**src/rtl/color_batch_spi_tx.sv**
```systemverilog
// color_batch_spi_tx
// Consumer end of the color batch path. A packed batch of BATCH_SIZE 8-bit
// colors is captured into a one-deep holding register and then serialized as
// a single SPI mode-0 transaction (MSB first, color 0 first) toward the
// matrix controller. The holding register lets a batch arrive while the
// previous one is still shifting out.

module color_batch_spi_tx #(
    parameter int unsigned BATCH_SIZE = 8,
    parameter int unsigned CLK_DIV    = 2,
    parameter int unsigned CS_GAP     = 4
) (
    input  logic                      I_rgb_clk,
    input  logic                      I_rst,
    input  logic                      I_batch_valid,
    input  logic [8*BATCH_SIZE-1:0]   I_batch_color,
    output logic                      O_batch_ready,
    output logic                      O_batch_drop,
    output logic                      O_spi_sck,
    output logic                      O_spi_mosi,
    output logic                      O_spi_cs_n,
    output logic                      O_busy,
    output logic                      O_batch_done
);

    localparam int unsigned NBITS = 8 * BATCH_SIZE;
    localparam int unsigned BIT_W = $clog2(NBITS) + 1;
    localparam int unsigned DIV_W = $clog2(CLK_DIV) + 1;
    localparam int unsigned GAP_W = $clog2(CS_GAP + 1) + 1;

    localparam logic [BIT_W-1:0] BIT_LAST = BIT_W'(NBITS - 1);
    localparam logic [DIV_W-1:0] DIV_LAST = DIV_W'(CLK_DIV - 1);
    localparam logic [GAP_W-1:0] GAP_LAST = GAP_W'((CS_GAP > 0) ? (CS_GAP - 1) : 0);

    typedef enum logic [1:0] {
        IDLE,
        SHIFT,
        TAIL,
        GAP
    } state_e;

    state_e             state_q, state_d;

    logic [NBITS-1:0]   hold_q, hold_d;
    logic               hold_full_q, hold_full_d;
    logic [NBITS-1:0]   shift_q, shift_d;
    logic [BIT_W-1:0]   bit_cnt_q, bit_cnt_d;
    logic [DIV_W-1:0]   div_cnt_q, div_cnt_d;
    logic [GAP_W-1:0]   gap_cnt_q, gap_cnt_d;

    logic               ready_q, ready_d;
    logic               drop_q, drop_d;
    logic               sck_q, sck_d;
    logic               mosi_q, mosi_d;
    logic               cs_n_q, cs_n_d;
    logic               busy_q, busy_d;
    logic               done_q, done_d;

    logic               accept;
    logic               div_wrap;
    logic               bit_last;
    logic [2:0]         nxt_bit;
    logic [NBITS-1:0]   shift_nxt;

    assign accept    = I_batch_valid && ready_q;
    assign div_wrap  = (div_cnt_q == DIV_LAST);
    assign bit_last  = (bit_cnt_q == BIT_LAST);
    assign nxt_bit   = bit_cnt_q[2:0] + 3'd1;
    assign shift_nxt = shift_q >> 8;

    // State register with synchronous reset back to IDLE.
    always_ff @(posedge I_rgb_clk) begin
        if (I_rst) begin
            state_q <= IDLE;
        end else begin
            state_q <= state_d;
        end
    end

    // Next-state decode: SHIFT ends on the falling SCK edge of the last bit.
    always_comb begin
        state_d = state_q;
        case (state_q)
            IDLE: begin
                if (hold_full_q) begin
                    state_d = SHIFT;
                end
            end
            SHIFT: begin
                if (div_wrap && sck_q && bit_last) begin
                    state_d = TAIL;
                end
            end
            TAIL: begin
                if (div_wrap) begin
                    state_d = (CS_GAP == 0) ? IDLE : GAP;
                end
            end
            GAP: begin
                if (gap_cnt_q == GAP_LAST) begin
                    state_d = IDLE;
                end
            end
            default: begin
                state_d = IDLE;
            end
        endcase
    end

    // Output and datapath next values; every output is taken from a register.
    always_comb begin
        hold_d      = hold_q;
        hold_full_d = hold_full_q;
        shift_d     = shift_q;
        bit_cnt_d   = bit_cnt_q;
        div_cnt_d   = div_cnt_q;
        gap_cnt_d   = gap_cnt_q;
        sck_d       = sck_q;
        mosi_d      = mosi_q;
        cs_n_d      = cs_n_q;
        done_d      = 1'b0;

        case (state_q)
            IDLE: begin
                cs_n_d = 1'b1;
                sck_d  = 1'b0;
                if (hold_full_q) begin
                    shift_d     = hold_q;
                    hold_full_d = 1'b0;
                    cs_n_d      = 1'b0;
                    mosi_d      = hold_q[7];
                    div_cnt_d   = '0;
                    bit_cnt_d   = '0;
                end
            end
            SHIFT: begin
                if (div_wrap) begin
                    div_cnt_d = '0;
                    if (sck_q) begin
                        // Falling edge: present the next bit, or finish.
                        sck_d = 1'b0;
                        if (bit_last) begin
                            mosi_d = 1'b0;
                        end else begin
                            bit_cnt_d = bit_cnt_q + BIT_W'(1);
                            if (nxt_bit == 3'd0) begin
                                // Byte boundary: drop the sent color, next one's MSB.
                                shift_d = shift_nxt;
                                mosi_d  = shift_nxt[7];
                            end else begin
                                mosi_d = shift_q[3'd7 - nxt_bit];
                            end
                        end
                    end else begin
                        sck_d = 1'b1;
                    end
                end else begin
                    div_cnt_d = div_cnt_q + DIV_W'(1);
                end
            end
            TAIL: begin
                sck_d = 1'b0;
                if (div_wrap) begin
                    div_cnt_d = '0;
                    cs_n_d    = 1'b1;
                    done_d    = 1'b1;
                    gap_cnt_d = '0;
                end else begin
                    div_cnt_d = div_cnt_q + DIV_W'(1);
                end
            end
            GAP: begin
                cs_n_d = 1'b1;
                sck_d  = 1'b0;
                if (gap_cnt_q != GAP_LAST) begin
                    gap_cnt_d = gap_cnt_q + GAP_W'(1);
                end
            end
            default: begin
                cs_n_d = 1'b1;
                sck_d  = 1'b0;
            end
        endcase

        // Accept only into an empty holding register; ready_q mirrors that.
        if (accept) begin
            hold_d      = I_batch_color;
            hold_full_d = 1'b1;
        end

        ready_d = !hold_full_d;
        drop_d  = I_batch_valid && !ready_q;
        busy_d  = (state_d != IDLE) || hold_full_d;
    end

    // Datapath and output registers; reset abandons any batch in flight.
    always_ff @(posedge I_rgb_clk) begin
        if (I_rst) begin
            hold_q      <= '0;
            hold_full_q <= 1'b0;
            shift_q     <= '0;
            bit_cnt_q   <= '0;
            div_cnt_q   <= '0;
            gap_cnt_q   <= '0;
            ready_q     <= 1'b1;
            drop_q      <= 1'b0;
            sck_q       <= 1'b0;
            mosi_q      <= 1'b0;
            cs_n_q      <= 1'b1;
            busy_q      <= 1'b0;
            done_q      <= 1'b0;
        end else begin
            hold_q      <= hold_d;
            hold_full_q <= hold_full_d;
            shift_q     <= shift_d;
            bit_cnt_q   <= bit_cnt_d;
            div_cnt_q   <= div_cnt_d;
            gap_cnt_q   <= gap_cnt_d;
            ready_q     <= ready_d;
            drop_q      <= drop_d;
            sck_q       <= sck_d;
            mosi_q      <= mosi_d;
            cs_n_q      <= cs_n_d;
            busy_q      <= busy_d;
            done_q      <= done_d;
        end
    end

    assign O_batch_ready = ready_q;
    assign O_batch_drop  = drop_q;
    assign O_spi_sck     = sck_q;
    assign O_spi_mosi    = mosi_q;
    assign O_spi_cs_n    = cs_n_q;
    assign O_busy        = busy_q;
    assign O_batch_done  = done_q;

endmodule

```
**config.mk**
```make
export PLATFORM = sky130hd
export DESIGN_NAME = color_batch_spi_tx
export DESIGN_NICKNAME = d
export VERILOG_FILES = /design/src/rtl/color_batch_spi_tx.sv
export SDC_FILE = /design/constraint.sdc
export NUM_CORES = 1
export LEC_CHECK = 0
export CAP_MARGIN = 0
export CORE_MARGIN = 8
export CORE_UTILIZATION = 60
export CTS_BUF_LIST = sky130_fd_sc_hd__clkbuf_8
export DETAILED_ROUTE_END_ITERATION = 8
export DONT_BUFFER_PORTS = 1
export PLACE_DENSITY = 0.73
export RECOVER_POWER = 50
export SYNTH_ARGS = -nofsm -noshare
export SYNTH_HDL_FRONTEND = slang
export SYNTH_SLANG_ARGS = --single-unit
```
**constraint.sdc**
```tcl
create_clock -name I_rgb_clk -period 2.4 [get_ports I_rgb_clk]
set_input_delay 0.24 -clock I_rgb_clk [delete_from_list [all_inputs] [get_ports I_rgb_clk]]
set_output_delay 0.24 -clock I_rgb_clk [all_outputs]
set_load 0.005 [all_outputs]
```
Word level (Yosys, flattened, before mapping)
Index checks and enable logic that the tools add are counted.
{"block": "word_totals", "register_bits": 151, "latch_bits": 0, "mem_bits_rw": 0, "romBits": 0, "inputBits": 67, "mem_count": 0}
{"block": "op_classes", "add_sub_neg": 5, "mul": 0, "n_div": 0, "n_lt_le_gt_ge": 1, "n_eq_ne": 14, "n_shift": 0, "muxes": 39, "n_bitwise": 1, "n_reduce_logical": 23}
{"operator": "$mux 64", "count": 5}
{"operator": "$pmux 64 s2", "count": 1}
{"operator": "$mux 7", "count": 4}
{"operator": "$ne 2x2->1 const B", "count": 7}
{"operator": "$pmux 7 s2", "count": 1}
{"operator": "$mux 1", "count": 13}
{"operator": "$mux 2", "count": 6}
{"operator": "$mux 4", "count": 2}
{"operator": "$pmux 2 s4", "count": 1}
{"operator": "$pmux 4 s2", "count": 1}
{"operator": "$reduce_bool 2->1", "count": 4}
{"operator": "$add 7x1->7 const B", "count": 1}
{"operator": "$eq 7x6->1 const B", "count": 1}
{"operator": "$lt 3x7->1 const B", "count": 1}
{"operator": "$reduce_and 6->1", "count": 1}
{"operator": "$reduce_and 5->1", "count": 1}
{"operator": "$add 4x1->4 const B", "count": 1}
{"operator": "$eq 2x1->1 const B", "count": 2}
{"operator": "$eq 2x2->1 const B", "count": 2}
{"operator": "$eq 4x2->1 const B", "count": 1}
{"operator": "$logic_and 1x1->1", "count": 4}
{"operator": "$ne 4x2->1 const B", "count": 1}
{"operator": "$pmux 1 s2", "count": 2}
{"operator": "$pmux 2 s2", "count": 1}
{"operator": "16 further kinds", "count": 19}

Depth between registers and ports, before layout
{"block": "depth", "depth_word": 9, "depth_mapped": 9}

Worst setup path before layout
No wires, ideal clock.
{"block": "synth_path", "path_kind": "register to register", "start": "register state_q[1]", "end": "register shift_q[23]", "setup_time_ns": 0.081, "arrival_ns": 1.820, "required_ns": 2.319, "path_slack_ns": 0.499, "stages_incl_launch_ff": 10, "n_path_buf": 3, "synth_period_minus_slack_ns": 1.901, "path_cell_list": "dfxtp_1 -> inv_1 -> ha_1 -> buf_2 -> nor2_1 -> a211o_1 -> buf_2 -> clkbuf_1 -> a211oi_1 -> a211oi_2"}
{"block": "synth_via", "elab_chain_len": 3}
{"item": "start, declared", "line_no": "42", "rtl": "state_e state_q, state_d;"}
{"item": "start signal, assigned", "line_no": "76", "rtl": "state_q <= state_d;"}
{"item": "$eq 2x1->1 or $logic_not 2->1 (tied branches)", "line_no": "123", "rtl": "case (state_q)"}
{"item": "$ne 2x2->1 (no source line) or $reduce_bool 2->1 (tied branches)"}
{"item": "$reduce_and 6->1 (no source line)"}
{"item": "end signal, assigned", "line_no": "215", "rtl": "shift_q <= shift_d;"}
{"item": "end, declared", "line_no": "46", "rtl": "logic [NBITS-1:0] shift_q, shift_d;"}
Several ways; a longest one is shown, not always the timed one.
A chain may end at the register's enable or synchronous reset.

Worst setup path after layout
{"block": "layout_path", "start": "register state_q[1]", "end": "register shift_q[40]"}
The elaborated chain is that of the path after synthesis.

==> results summary <==
The flow ran to the end, and the final reports show no timing, DRC or antenna violations. The number of top-level pins is 74. The number of warning messages in the yosys log is 0. The most common flop cell mapped by yosys is sky130_fd_sc_hd__dfxtp_1. The filler cell count is 844.

The maximum level of the CTS H-tree is 4. The routability-driven placement congestion ratio is 0.804. The number of synthesized flops with an enable pin is 0.

Max-cap violations in this run came to 0. TritonCTS built the clock tree. The distinct cell type count after synthesis is 48. The placement-stage worst setup slack is 0.124 ns. Summing the areas of all compound-gate instances in the mapped netlist gives 26.0% of the synthesized area. The portion of the clock cycle consumed by the worst path in the final layout is 94.8%. The portion of synthesized area spent on multiplexers is 9.76%. Setup violations remaining at the end of the flow were counted as 0. The peak fanout along the critical path is 27. The mean area per synthesized cell is 9.15 µm².

The average wire length per cell after detail routing came out at 17.1 µm. The path class of the tightest hold or removal check is in2reg. The CTS sink count came out at 151. For the worst setup path, the data arrival time is 2.61 ns.

The post-synthesis async set-or-reset flop share is 0%. The clock transition at the register clock pins on the worst setup and hold paths after CTS is 0.08 ns. By startpoint and endpoint, the worst setup path is classified as reg2reg.

The initial utilization of the core area, before any placement, comes to 61.3%. The number of remaining DRC errors is 0. The routed layout has 5,683 vias. The number of buffers added on ports came out at 0. The worst-skew pair later-pin latency came out at 0.46 ns. After synthesis, the cell types taking the most area are sky130_fd_sc_hd__dfxtp_1, sky130_fd_sc_hd__a211oi_2, sky130_fd_sc_hd__mux2_2.

The max-slew headroom at the worst pin came out at 58.9%. The floorplan step set the die width to 124 µm. Registers take 3020 µm². The adder-cell share of the synthesized area came out at 1.43%. The pin count of the biggest net entering global routing came out at 85.

The largest total area in the synthesized netlist belongs to sky130_fd_sc_hd__dfxtp_1. The XOR/XNOR share of the synthesized area is 0.250%. The clock passes through at most 2 buffers.

The fraction of final layout cells with drive strength greater than 1 came out at 20.7%. The first detailed-routing pass took 5 iterations. The max-slew violation total from the final report was 0. The number of antenna cells inserted is 0. Global routing used 22.3% of the available tracks across all layers. The worst setup path is captured at a register. The count of mapped cells out of synthesis is 765. The worst setup path is launched from a register.

The number of global-route vias before repair came out at 5,740. The placed wire-length estimate after detailed placement is 10,000 µm. Leaving out filler cells and counting taps, the final layout contains 963. Relative to the synthesized area, the layout overhead comes to 17.7%. The tree is rooted in a sky130_fd_sc_hd__clkbuf_8.

In the post-route analysis, the smallest setup slack over all paths is 0.125 ns. Buffers inserted during clock tree synthesis total 17. The cell count after placement came out at 860. The critical path data required time came out at 2.73 ns. The highest achievable clock rate came out at 439 MHz. The row count came out at 39. The number of design-rule violations left by the first detailed-router iteration came out at 371. The maximum resistive drop on vdd came out at 0.769 mV. The synthesized netlist net count is 840. The remaining antenna violation count after routing is 0. For this run, the post-layout net count is 882. The mapped cell area came out at 7000 µm².

The multi-input combinational cells in the finished layout cover a total of 3450 µm². The wire length of the first global-routing pass came out at 27,300 µm. The total power per unit cell area came out at 931 nW/µm². In this run the vertical extent of the chip is 124 µm. Setup repair after global routing left no endpoint under its margin. The die covers 15,400 µm². The via count normalized by instance count is 5.90. The post-synthesis simple-gate area fraction is 11.5%. Between clock sinks in the finished design, the worst skew comes to 0.0127 ns. The static leakage came out at 0.00313 µW. The floorplan step defined a core boundary enclosing 11,400 µm².

The routed wire length came out at 16,400 µm. The register bit count reported by yosys came out at 151. By area, the combinational part of the netlist is dominated by compound AO/OA/AOI/OAI gates.

The measured slew at the worst slew-check pin is 0.613 ns. The total count of hold-check failures in the final report is 0. The sequential area share after synthesis is 43.2%.

The setup TNS is 0 ns. For the finished layout, the period the worst path requires is 2.28 ns. The number of antenna violations at the first check in global routing is 0. The area share of the largest cell type after synthesis came out at 43.2%. The global route total overflow is 0.
-- Yosys cell counts, types with 3 or more instances --
master                     count
sky130_fd_sc_hd__dfxtp_1     151
sky130_fd_sc_hd__nand2_1     139
sky130_fd_sc_hd__a21oi_1      76
sky130_fd_sc_hd__inv_1        63
sky130_fd_sc_hd__a211oi_1     58
sky130_fd_sc_hd__a211oi_2     56
sky130_fd_sc_hd__mux2_2       56
sky130_fd_sc_hd__clkbuf_1     40
sky130_fd_sc_hd__buf_2        11
sky130_fd_sc_hd__buf_1         9
sky130_fd_sc_hd__a32o_1        8
sky130_fd_sc_hd__ha_1          8
sky130_fd_sc_hd__buf_6         7
sky130_fd_sc_hd__o21ai_0       7
sky130_fd_sc_hd__nor2_1        6
sky130_fd_sc_hd__nor3_1        6
sky130_fd_sc_hd__nand3_1       5
sky130_fd_sc_hd__nand3b_1      4
sky130_fd_sc_hd__nand4_1       4
sky130_fd_sc_hd__o31ai_1       4
sky130_fd_sc_hd__a21boi_1      3
sky130_fd_sc_hd__mux2i_1       3
sky130_fd_sc_hd__nand2b_1      3
sky130_fd_sc_hd__nor3b_1       3
sky130_fd_sc_hd__or3_1         3
sky130_fd_sc_hd__or4_1         3
-- layout by cell type, fill, tap and decap left out, types with 2 or more instances in the layout --
| cell type | instances |
|---|---|
| sky130_fd_sc_hd__clkbuf_8 | 17 |
| sky130_fd_sc_hd__bufinv_16 | 4 |
| sky130_fd_sc_hd__o21ai_0 | 7 |
| sky130_fd_sc_hd__nand4_1 | 4 |
| sky130_fd_sc_hd__nand2_1 | 138 |
| sky130_fd_sc_hd__a21boi_1 | 3 |
| sky130_fd_sc_hd__inv_1 | 63 |
| sky130_fd_sc_hd__a32o_1 | 8 |
| sky130_fd_sc_hd__or3_1 | 3 |
| sky130_fd_sc_hd__a31oi_1 | 2 |
| sky130_fd_sc_hd__a21oi_1 | 76 |
| sky130_fd_sc_hd__xnor2_1 | 2 |
| sky130_fd_sc_hd__buf_12 | 4 |
| sky130_fd_sc_hd__a211oi_2 | 56 |
| sky130_fd_sc_hd__or4_1 | 3 |
| sky130_fd_sc_hd__nand3_1 | 5 |
| sky130_fd_sc_hd__o21ai_1 | 2 |
| sky130_fd_sc_hd__mux2i_1 | 3 |
| sky130_fd_sc_hd__nand3b_1 | 4 |
| sky130_fd_sc_hd__nand2b_1 | 3 |
| sky130_fd_sc_hd__inv_6 | 6 |
| sky130_fd_sc_hd__nor3_1 | 6 |
| sky130_fd_sc_hd__mux2_2 | 56 |
| sky130_fd_sc_hd__ha_1 | 7 |
| sky130_fd_sc_hd__nor2b_1 | 2 |
| sky130_fd_sc_hd__dfxtp_1 | 151 |
| sky130_fd_sc_hd__o211a_1 | 2 |
| sky130_fd_sc_hd__o31ai_1 | 4 |
| sky130_fd_sc_hd__a211oi_1 | 58 |
| sky130_fd_sc_hd__dlygate4sd3_1 | 70 |
| sky130_fd_sc_hd__nor3b_1 | 3 |
| sky130_fd_sc_hd__buf_4 | 12 |
| sky130_fd_sc_hd__nor2_1 | 6 |
| sky130_fd_sc_hd__clkinv_4 | 4 |
| sky130_fd_sc_hd__clkbuf_1 | 2 |
-- per-stage QoR --
stage / util [%] / power [µW] / instance area (µm²) / hold slack (ns)
CTS: 72.3 / 7690 / 8260 / 0.105
floorplan: - / 5020 / 7000 / 0.376
global route: 72.2 / 8080 / 8240 / 0.134
global placement: 62.0 / 5290 / 7080 / 0.321
detailed placement: 62.0 / 5410 / 7080 / 0.322
finish: 72.2 / 7670 / 8240 / 0.134
-- metal layers --
| layer | global-route usage (%) | vias up | routed length [µm] |
|---|---|---|---|
| met1 | 27.3 | 2750 | 7240 |
| li1 | - | 2773 | - |
| met3 | 5.76 | 20 | 880 |
| met4 | 7.06 | 0 | 222 |
| met2 | 37.5 | 140 | 8090 |
| met5 | 0 | - | 0 |
-- power breakdown --
part | switching, µW | total [µW] | internal (µW) | leakage (µW)
clock | 1010 | 2170 | 1160 | 0.000226
combinational | 1290 | 2300 | 1000 | 0.00166
sequential | 262 | 3210 | 2950 | 0.00124
-- area by class of cell --
cell class                      count  share of cell area (%)
Multi-Input combinational cell    484                    41.8
Sequential cell                   151                    36.7
Timing Repair Buffer               90                    11.0
Inverter                           63                    2.87
Clock buffer                       17                    2.84
Clock inverter                     15                    2.58
Tap cell                          143                    2.17
-- kinds of logic (layout without fill, tap and decap cells) --
group / Yosys count / in the layout
muxes: 60 / 60
DFF: 151 / 151
and+or+nand+nor: 185 / 185
xor gates and xnor gates: 2 / 2
AOI/OAI and AO/OA: 229 / 229
adders and majority gates: 8 / 8
buffers and inverters: 130 / 185
-- what timing repair did --
action                                 CTS  global route
resized for setup                        0             1
hold buffers                            71             0
setup endpoints to repair                0             7
buffers inserted                         0             0
endpoints found under the hold margin  131             0
-- worst paths after layout --
path	startpoint	end	slack, ns	depth (start not counted)
max	state_q[1]	shift_q[40]	0.12	7
min	I_rst	O_spi_cs_n	0.13	2
max reg2reg	state_q[1]	shift_q[40]	0.12	7
min reg2reg	shift_q[51]	shift_q[51]	0.47	2
-- sequential cells by signal, summed over array words and instances (netlist names), 2 cells and up --
name	count
bit_cnt_q	7
div_cnt_q	2
gap_cnt_q	4
hold_q	64
shift_q	64
state_q	2
-- critical path, cell delays in order (launching register included) --
cell and delay [ns]:
sky130_fd_sc_hd__dfxtp_1 0.44, sky130_fd_sc_hd__inv_1 0.13, sky130_fd_sc_hd__ha_1 0.25, sky130_fd_sc_hd__nor2b_1 0.16, sky130_fd_sc_hd__a211o_2 0.43, sky130_fd_sc_hd__buf_4 0.29
sky130_fd_sc_hd__a211oi_1 0.37, sky130_fd_sc_hd__a211oi_2 0.08
No activity file was read; power rests on OpenSTA's default activity.
